===== config.mk =====
export PLATFORM = sky130hd
export DESIGN_NAME = shared_mem_arbiter_flat
export DESIGN_NICKNAME = d
export VERILOG_FILES = /design/src/rtl/shared_mem_arbiter_if.sv /design/src/rtl/shared_mem_arbiter.sv /design/src/flat_wrapper.sv
export SDC_FILE = /design/constraint.sdc
export NUM_CORES = 1
export LEC_CHECK = 0
export ABC_AREA = 1
export ABC_CLOCK_PERIOD_IN_PS = 1640
export CAP_MARGIN = 10
export CORE_UTILIZATION = 45
export DETAILED_ROUTE_END_ITERATION = 16
export MAX_ROUTING_LAYER = met4
export PLACE_DENSITY = 0.78
export SETUP_SLACK_MARGIN = 0.2
export SLEW_MARGIN = 20
export SYNTH_ARGS = -nofsm -noshare
export SYNTH_HDL_FRONTEND = slang
export SYNTH_SLANG_ARGS = --single-unit

===== constraint.sdc =====
create_clock -name clk_i -period 1.64 [get_ports clk_i]
set_input_delay 0.164 -clock clk_i [delete_from_list [all_inputs] [get_ports clk_i]]
set_output_delay 0.164 -clock clk_i [all_outputs]
set_load 0.05 [all_outputs]

===== src/rtl/shared_mem_arbiter_if.sv =====
// Requester/memory-side bundle for the shared data-memory arbiter.
// master = requesters and memory mux, slave = the arbiter itself.
interface shared_mem_arbiter_if;
  logic [2:0] req;
  logic [2:0] gnt;
  logic [1:0] sel;
  logic       mem_en;
  logic [2:0] ack;
  logic       busy;

  modport master (
    output req,
    input  gnt, sel, mem_en, ack, busy
  );

  modport slave (
    input  req,
    output gnt, sel, mem_en, ack, busy
  );
endinterface


===== src/rtl/shared_mem_arbiter.sv =====
// Round-robin arbiter/sequencer for the shared memory port; ack arrives MEM_LAT+1 cycles after an idle req.
// Requesters hold req until ack; one access outstanding, back-to-back ISSUE straight out of RESP.
module shared_mem_arbiter #(
  parameter int MEM_LAT = 2,
  parameter int CNT_W   = 4
) (
  input logic                clk_i,
  input logic                rst_i,
  shared_mem_arbiter_if.slave bus
);

  typedef enum logic [1:0] {IDLE, ISSUE, WAIT, RESP} state_t;

  state_t           state_q, state_n;
  logic [1:0]       win_q, win_n;
  logic [1:0]       last_q, last_n;
  logic [CNT_W-1:0] cnt_q, cnt_n;
  logic [2:0]       elig;
  logic [2:0]       pick;

  // Returns {found, index}; later iterations overwrite earlier ones, so the
  // loop runs backwards through the round-robin order to let the first one win.
  function automatic logic [2:0] rr_pick(input logic [2:0] r, input logic [1:0] last);
    logic [2:0] res;
    int         idx;
    res = 3'b000;
    for (int k = 3; k >= 1; k--) begin
      idx = (int'(last) + k) % 3;
      if (r[idx]) res = {1'b1, 2'(idx)};
    end
    return res;
  endfunction

  always_ff @(posedge clk_i or posedge rst_i) begin
    if (rst_i) begin
      state_q <= IDLE;
      win_q   <= 2'd0;
      last_q  <= 2'd2;
      cnt_q   <= '0;
    end else begin
      state_q <= state_n;
      win_q   <= win_n;
      last_q  <= last_n;
      cnt_q   <= cnt_n;
    end
  end

  always_comb begin
    state_n = state_q;
    win_n   = win_q;
    last_n  = last_q;
    cnt_n   = cnt_q;
    elig    = bus.req;
    // The current winner still holds req during its ack cycle.
    if (state_q == RESP) elig = bus.req & ~(3'b001 << win_q);
    pick = rr_pick(elig, last_q);

    case (state_q)
      IDLE: begin
        if (pick[2]) begin
          win_n   = pick[1:0];
          last_n  = pick[1:0];
          state_n = ISSUE;
        end
      end
      ISSUE: begin
        cnt_n   = CNT_W'(MEM_LAT - 1);
        state_n = (MEM_LAT == 1) ? RESP : WAIT;
      end
      WAIT: begin
        cnt_n = cnt_q - CNT_W'(1);
        if (cnt_q == CNT_W'(1)) state_n = RESP;
      end
      RESP: begin
        if (pick[2]) begin
          win_n   = pick[1:0];
          last_n  = pick[1:0];
          state_n = ISSUE;
        end else begin
          state_n = IDLE;
        end
      end
      default: state_n = IDLE;
    endcase
  end

  assign bus.busy   = (state_q != IDLE);
  assign bus.gnt    = (state_q != IDLE) ? (3'b001 << win_q) : 3'b000;
  assign bus.sel    = (state_q != IDLE) ? win_q : 2'd0;
  assign bus.mem_en = (state_q == ISSUE);
  assign bus.ack    = (state_q == RESP) ? (3'b001 << win_q) : 3'b000;

endmodule

===== src/flat_wrapper.sv =====
// flat-port wrapper written by rule: the top's interface ports become plain ports
module shared_mem_arbiter_flat 
#(
  parameter int MEM_LAT = 2,
  parameter int CNT_W   = 4
)
  (clk_i, rst_i, bus_req, bus_gnt, bus_sel, bus_mem_en, bus_ack, bus_busy);
  shared_mem_arbiter_if bus_i ();
  input logic clk_i;
  input logic rst_i;
  input wire logic [$bits(bus_i.req)-1:0] bus_req;
  output wire logic [$bits(bus_i.gnt)-1:0] bus_gnt;
  output wire logic [$bits(bus_i.sel)-1:0] bus_sel;
  output wire logic [$bits(bus_i.mem_en)-1:0] bus_mem_en;
  output wire logic [$bits(bus_i.ack)-1:0] bus_ack;
  output wire logic [$bits(bus_i.busy)-1:0] bus_busy;
  assign bus_i.req = bus_req;
  assign bus_gnt = bus_i.gnt;
  assign bus_sel = bus_i.sel;
  assign bus_mem_en = bus_i.mem_en;
  assign bus_ack = bus_i.ack;
  assign bus_busy = bus_i.busy;
  shared_mem_arbiter #(.MEM_LAT(MEM_LAT), .CNT_W(CNT_W)) u_core (.clk_i(clk_i), .rst_i(rst_i), .bus(bus_i));
endmodule

Word-level counts from Yosys, hierarchy flattened. Cells that the tools add are included.

Reduce and logical (&&, ||, !) cells: 6. Shift-type cells: 1. $lt $le $gt $ge: 3. Bitwise operators: 2. Div/mod/pow operators: 3. Equal/unequal tests: 6. Multiplexer cells: 21. Add/subtract/negate cells: 4.

Operators by type and width (count): 32-bit by 4-bit less-than comparator with 1-bit output (second input constant) (3); 32-bit by 3-bit modulo with 32-bit output (second input constant) (3); 3-bit 2-to-1 mux (6); 2-bit case mux with 4 select lines (1); 4-bit case mux with 2 select lines (1); 1-bit 2-to-1 mux (7); 2-bit by 2-bit adder with 3-bit output (second input constant) (2); 1-bit binary-select mux with 2-bit select (3); 2-bit 2-to-1 mux (3); 2-bit equality test (second input constant) (2); 4-bit by 1-bit equality test with 1-bit output (second input constant) (1); 2-bit by 1-bit inequality test with 1-bit output (second input constant) (2); 2-bit AND reduction (2); 2-bit nonzero test (2); 4-bit by 1-bit subtractor with 4-bit output (second input constant) (1); 2-bit by 1-bit adder with 3-bit output (second input constant) (1); 3-bit AND (1); 3-bit inverter (1); 1-bit by 2-bit left shift with 3-bit output (first input constant) (1); 2-bit by 1-bit equality test with 1-bit output (second input constant) (1); 2-bit logical NOT (1); 2-bit OR reduction (1).

Word-level logic and storage cells: 50. Bits of input ports: 5. Register bits: 10. Output and inout bits: 10.

Logic depth before layout (Yosys ltp).
Depth in word-level cells: 12. Gate-level depth with buffers: 12. Depth with buffers taken out: 12.

Worst setup path after synthesis. Ideal clock, no wire load.

Path kind: reg-to-output. Start point: register u_core.state_q[0]. End point: output bus_gnt[1]. Stages on the path, launching flop included: 4. Buffers on the path: 0. Data required time: 1.476 ns. Slack: -0.343 ns. Arrival: 1.819 ns. Cells stage by stage: dfrtp_1 > inv_1 > ha_1 > nor3_1.

Cells in the longest elaborated chain, start to end: 2.

Ends and longest elaborated chain: from (decl) (RTL line shared_mem_arbiter.sv:14) `state_t state_q, state_n;`; from (signal assigned) (RTL line shared_mem_arbiter.sv:41) `state_q <= state_n;`; 2-bit nonzero test (RTL line shared_mem_arbiter.sv:88) `assign bus.gnt = (state_q != IDLE) ? (3'b001 << win_q) : 3'b000;`; 3-bit 2-to-1 mux (RTL line shared_mem_arbiter.sv:88); to (decl) (RTL line flat_wrapper.sv:12) `output wire logic [$bits(bus_i.gnt)-1:0] bus_gnt;`.

Every way passes these cells.

Worst setup path after layout.
Start point: register u_core.last_q[1]. End point: register u_core.state_q[0].

Cells in the longest elaborated chain, start to end: 10. Elaborated cells between the ends (all ways): 22. Classes of those cells: add/sub (3); div (3); eq/ne (1); mux (14); reduce/logical (1).

Ends and longest elaborated chain: from (decl) (RTL line shared_mem_arbiter.sv:16) `logic [1:0] last_q, last_n;`; from (signal assigned) (RTL line shared_mem_arbiter.sv:43) `last_q <= last_n;`; 2-bit by 2-bit adder with 3-bit output (RTL line shared_mem_arbiter.sv:28) `idx = (int'(last) + k) % 3;`; 32-bit by 3-bit modulo with 32-bit output (RTL line shared_mem_arbiter.sv:28); 1-bit binary-select mux with 2-bit select (RTL line shared_mem_arbiter.sv:29) `if (r[idx]) res = {1'b1, 2'(idx)};`; 1-bit 2-to-1 mux (not written as such) (2 in series) (RTL line shared_mem_arbiter.sv:29); 3-bit 2-to-1 mux (2 in series) (RTL line shared_mem_arbiter.sv:29); 3-bit 2-to-1 mux * (RTL line shared_mem_arbiter.sv:29); 1-bit 2-to-1 mux / 2-bit by 1-bit inequality test with 1-bit output (equally long branches); 2-bit case mux with 4 select lines / 2-bit AND reduction (equally long branches).

Every way passes the cells marked *; elsewhere a longest branch is shown, timed or not. The select of a mux whose other input is x is not followed. A chain may end at the register's enable or synchronous reset.

==> impl_metrics.csv <==
group,metric,value,unit
status,status,"complete, but fails checks",
status,violations,"design-rule violations, negative setup slack",
drt,routed_wl,2963,um
floorplanning,die_w,43.66,um
critical_path,critPathKind,"reg -> reg",
place,place_congestion,0.8174,
synth,synth_area,780.7,um2
critical_path,ff2ff_path_depth,11,
floorplanning,io_pins,15,
clocking,path_clk_slew,60,ps
place,port_buffers,14,
drt,wl_per_cell,18.40,um
critical_path,crit_path_start_kind,"flip-flop",
critical_path,cp_max_fo,4,
final_layout,drive_gt1_share,53.10,%
timing,hold_viol_final,0,
synth,ys_types,21,
final_layout,syn_to_final_growth,79.33,%
synth,synth_area_per_cell,6.971,um2
final_layout,seq_area,229.0,um2
synth,ys_seq_area_share,29.01,%
synth,synth_nets,126,
hold_path,hold_path.class,"in -> async",
critical_path,cp-end-kind,"flip-flop",
run,cap_violations,0,
timing,finalMaxSlewViolations,0,
synth,syn_inst,112,
timing,rsz0062_at_grt,"true",
floorplanning,row_count,14,
critical_path,reg2reg_to,"u_core.state_q[0]",
drt,drt_iter0_drc,57,
final_layout,fillCellCount,55,
clocking,h-tree-depth,1,
clocking,clkLatencyLatePin,270,ps
place,hpwl,1508,um
synth,ys_seq_elements,9,
critical_path,cp.required,1800,ps
floorplanning,die_y,43.66,um
floorplanning,coreArea,0.001559,mm2
global_routing,grt-ovfl-total,0,
drt,vias,975,
drt,drc,3,
global_routing,grt_pass1_vias,931,
drt,first_pass_iters,12,
floorplanning,initial_core_util,50.08,%
final_layout,finish.instance_area,0.001400,mm2
critical_path,critPathArrivalTime,2040,ps
global_routing,grt_antenna_before_repair,0,
critical_path,cpPeakStageDelay,600,ps
timing,worst_pin_slew,439.3,ps
clocking,cts_tree,"done",
clocking,root_buffer,"clkbuf_4",
critical_path,crit_chain,"inv_2 > ha_4 > inv_4 > nand3_1 > nand2_1 > a21oi_2 > buf_4 > nand3_2 > nand3_1 > nand2_1 > nand2_1",
global_routing,grt_max_degree,10,
clocking,clockBufferDepth,2,
global_routing,grt_pass1_wl,3898,um
critical_path,r2r_setup_slack,-240,ps
timing,max_slew_margin,70.40,%
floorplanning,die-area,0.001906,mm2
final_layout,diodes,0,
timing,period_needed,1879,ps
drt,via_per_inst,6.056,
timing,fmax,532.3,MHz
final_layout,final_nets,160,
timing,finalSetupViolations,5,
critical_path,critPathSlowestCell,"dfstp_2",
critical_path,crit_path_frequent_cell,"nand2_1",
drt,drtAntennaViolNets,0,
final_layout,multi_input_area,663.1,um2
timing,fin_crit_sh,114.6,%
clocking,clkSinkCount,9,
global_routing,grt_usage,28.46,%
critical_path,reg2reg_from,"u_core.last_q[1]",
place,placed_area,0.001131,mm2
timing,skew,8.917,ps
clocking,cts_buffers,3,
synth,ys_warn_count,0,
timing,postLayoutSetupSlackWorst,-238.8,ps
worst max-delay path, delay by kind of cell, from the launching register on:
family / cells / cell delay (ps)
and+or+nand+nor: 6 / 630
DFF: 1 / 600
buffers and inverters: 3 / 270
adders and majority gates: 1 / 190
AOI/OAI and AO/OA: 1 / 80
final cells by class:
type,count,share of cell area (%)
clock buffers,4,1.877
inverters,21,6.702
multi-input cells,82,47.36
flip-flops and latches,9,16.35
well taps,16,1.430
repair buffers,29,26.27
cell usage in the layout (no fill, tap or decap):
master           netlist  layout
inv_2                  4       5
clkbuf_4               0       3
nor3_4                 0       2
nor2_2                 2       1
clkbuf_1               0       1
o21ai_2                0       1
o21ai_0                5       4
buf_4                  0      11
buf_12                 0      10
inv_1                 17      10
clkdlybuf4s50_1        0       4
nand3_2                1       6
dfrtp_2                0       2
o21ai_1                3       3
a21oi_2                1       2
ha_1                   9       3
nand2_2                3       9
dfrtp_1                8       6
ha_4                   0       6
o21ai_4                1       1
nor2_1                 8       3
inv_4                  0       6
nor2_4                 1       7
a21oi_1                5       4
buf_6                  0       4
nand2_1               24      18
nand4_1                1       1
nand3_1               13       8
dfstp_2                1       1
a31oi_1                1       1
o22ai_1                2       2
cell usage after synthesis:
library cell	count	area [um2]
dfstp_2	1	26.28
nor2_4	1	11.26
nand3_2	1	10.01
o22ai_1	2	12.51
o21ai_4	1	16.27
o21ai_0	5	25.02
nor2_1	8	30.03
inv_2	4	15.01
a21oi_1	5	25.02
o21ai_1	3	15.01
a31oi_1	1	6.260
nand3_1	13	65.06
a21oi_2	1	8.760
nand2_2	3	18.77
dfrtp_1	8	200.2
nor3_1	2	10.01
nand4_1	1	6.260
inv_1	17	63.81
nor2_2	2	12.51
nand2_1	24	90.09
ha_1	9	112.6
worst max-delay path by stage:
stage | to | cells after the start | slack [ps] | from
after floorplan | bus_gnt[2] | 3 | 60 | u_core.state_q[0]
after global placement | u_core.state_q[0] | 10 | -5 | u_core.last_q[1]
after detailed placement | u_core.state_q[0] | 10 | -50 | u_core.last_q[1]
after CTS | u_core.state_q[0] | 10 | -9 | u_core.last_q[1]
after global routing | u_core.state_q[0] | 11 | -360 | u_core.last_q[1]
final | u_core.state_q[0] | 11 | -240 | u_core.last_q[1]
state kept, by name, indices dropped and copies added, names as in the netlist:
register,flops
u_core.state_q,2
u_core.last_q,2
u_core.win_q,1
u_core.cnt_q,4
metrics by stage:
step | std cells | setup TNS [ps] | utilization (%) | setup slack [ps] | hold WS, ps
2_1_floorplan | 112 | 0 | - | 63.99 | -8.865
3_3_place_gp | 145 | -4.903 | 72.55 | -4.903 | 436.9
3_5_place_dp | 145 | -101.3 | 72.55 | -48.73 | 441.4
4_1_cts | 157 | -15.10 | 82.34 | -9.122 | 168.1
5_1_grt | 161 | -1229 | 89.81 | -357.6 | 197.0
6_report | 161 | -844.3 | 89.81 | -238.8 | 160.0
what timing repair did:
action                                  CTS  global route
setup buffers                             8             4
hold buffers                              0             0
endpoints found under the setup margin   13            14
pin swaps                                 3             5
gates resized for setup                  21            19
kinds of logic (layout without fill, tap and decap cells):
kind of cell | after synthesis | count (layout) | share of synthesized area (%)
buffers and inverters | 21 | 54 | 10.10
AND/OR/NAND/NOR | 55 | 55 | 32.53
flip-flops | 9 | 9 | 29.01
AO/OA/AOI/OAI | 18 | 18 | 13.94
adder cells (fa/ha/maj) | 9 | 9 | 14.42
metal layers:
metal  global-route usage (%)  wire (um)  vias to the layer above
li1                         -          -                      432
met1                    31.13       1085                      450
met2                    48.06       1501                       75
met3                    6.250        255                       18
met4                    14.37        120                        0
met5                        -          0                        -
Power is not shown: default switching activity piles up to over one toggle a cycle in this logic, so the estimate is an artifact.
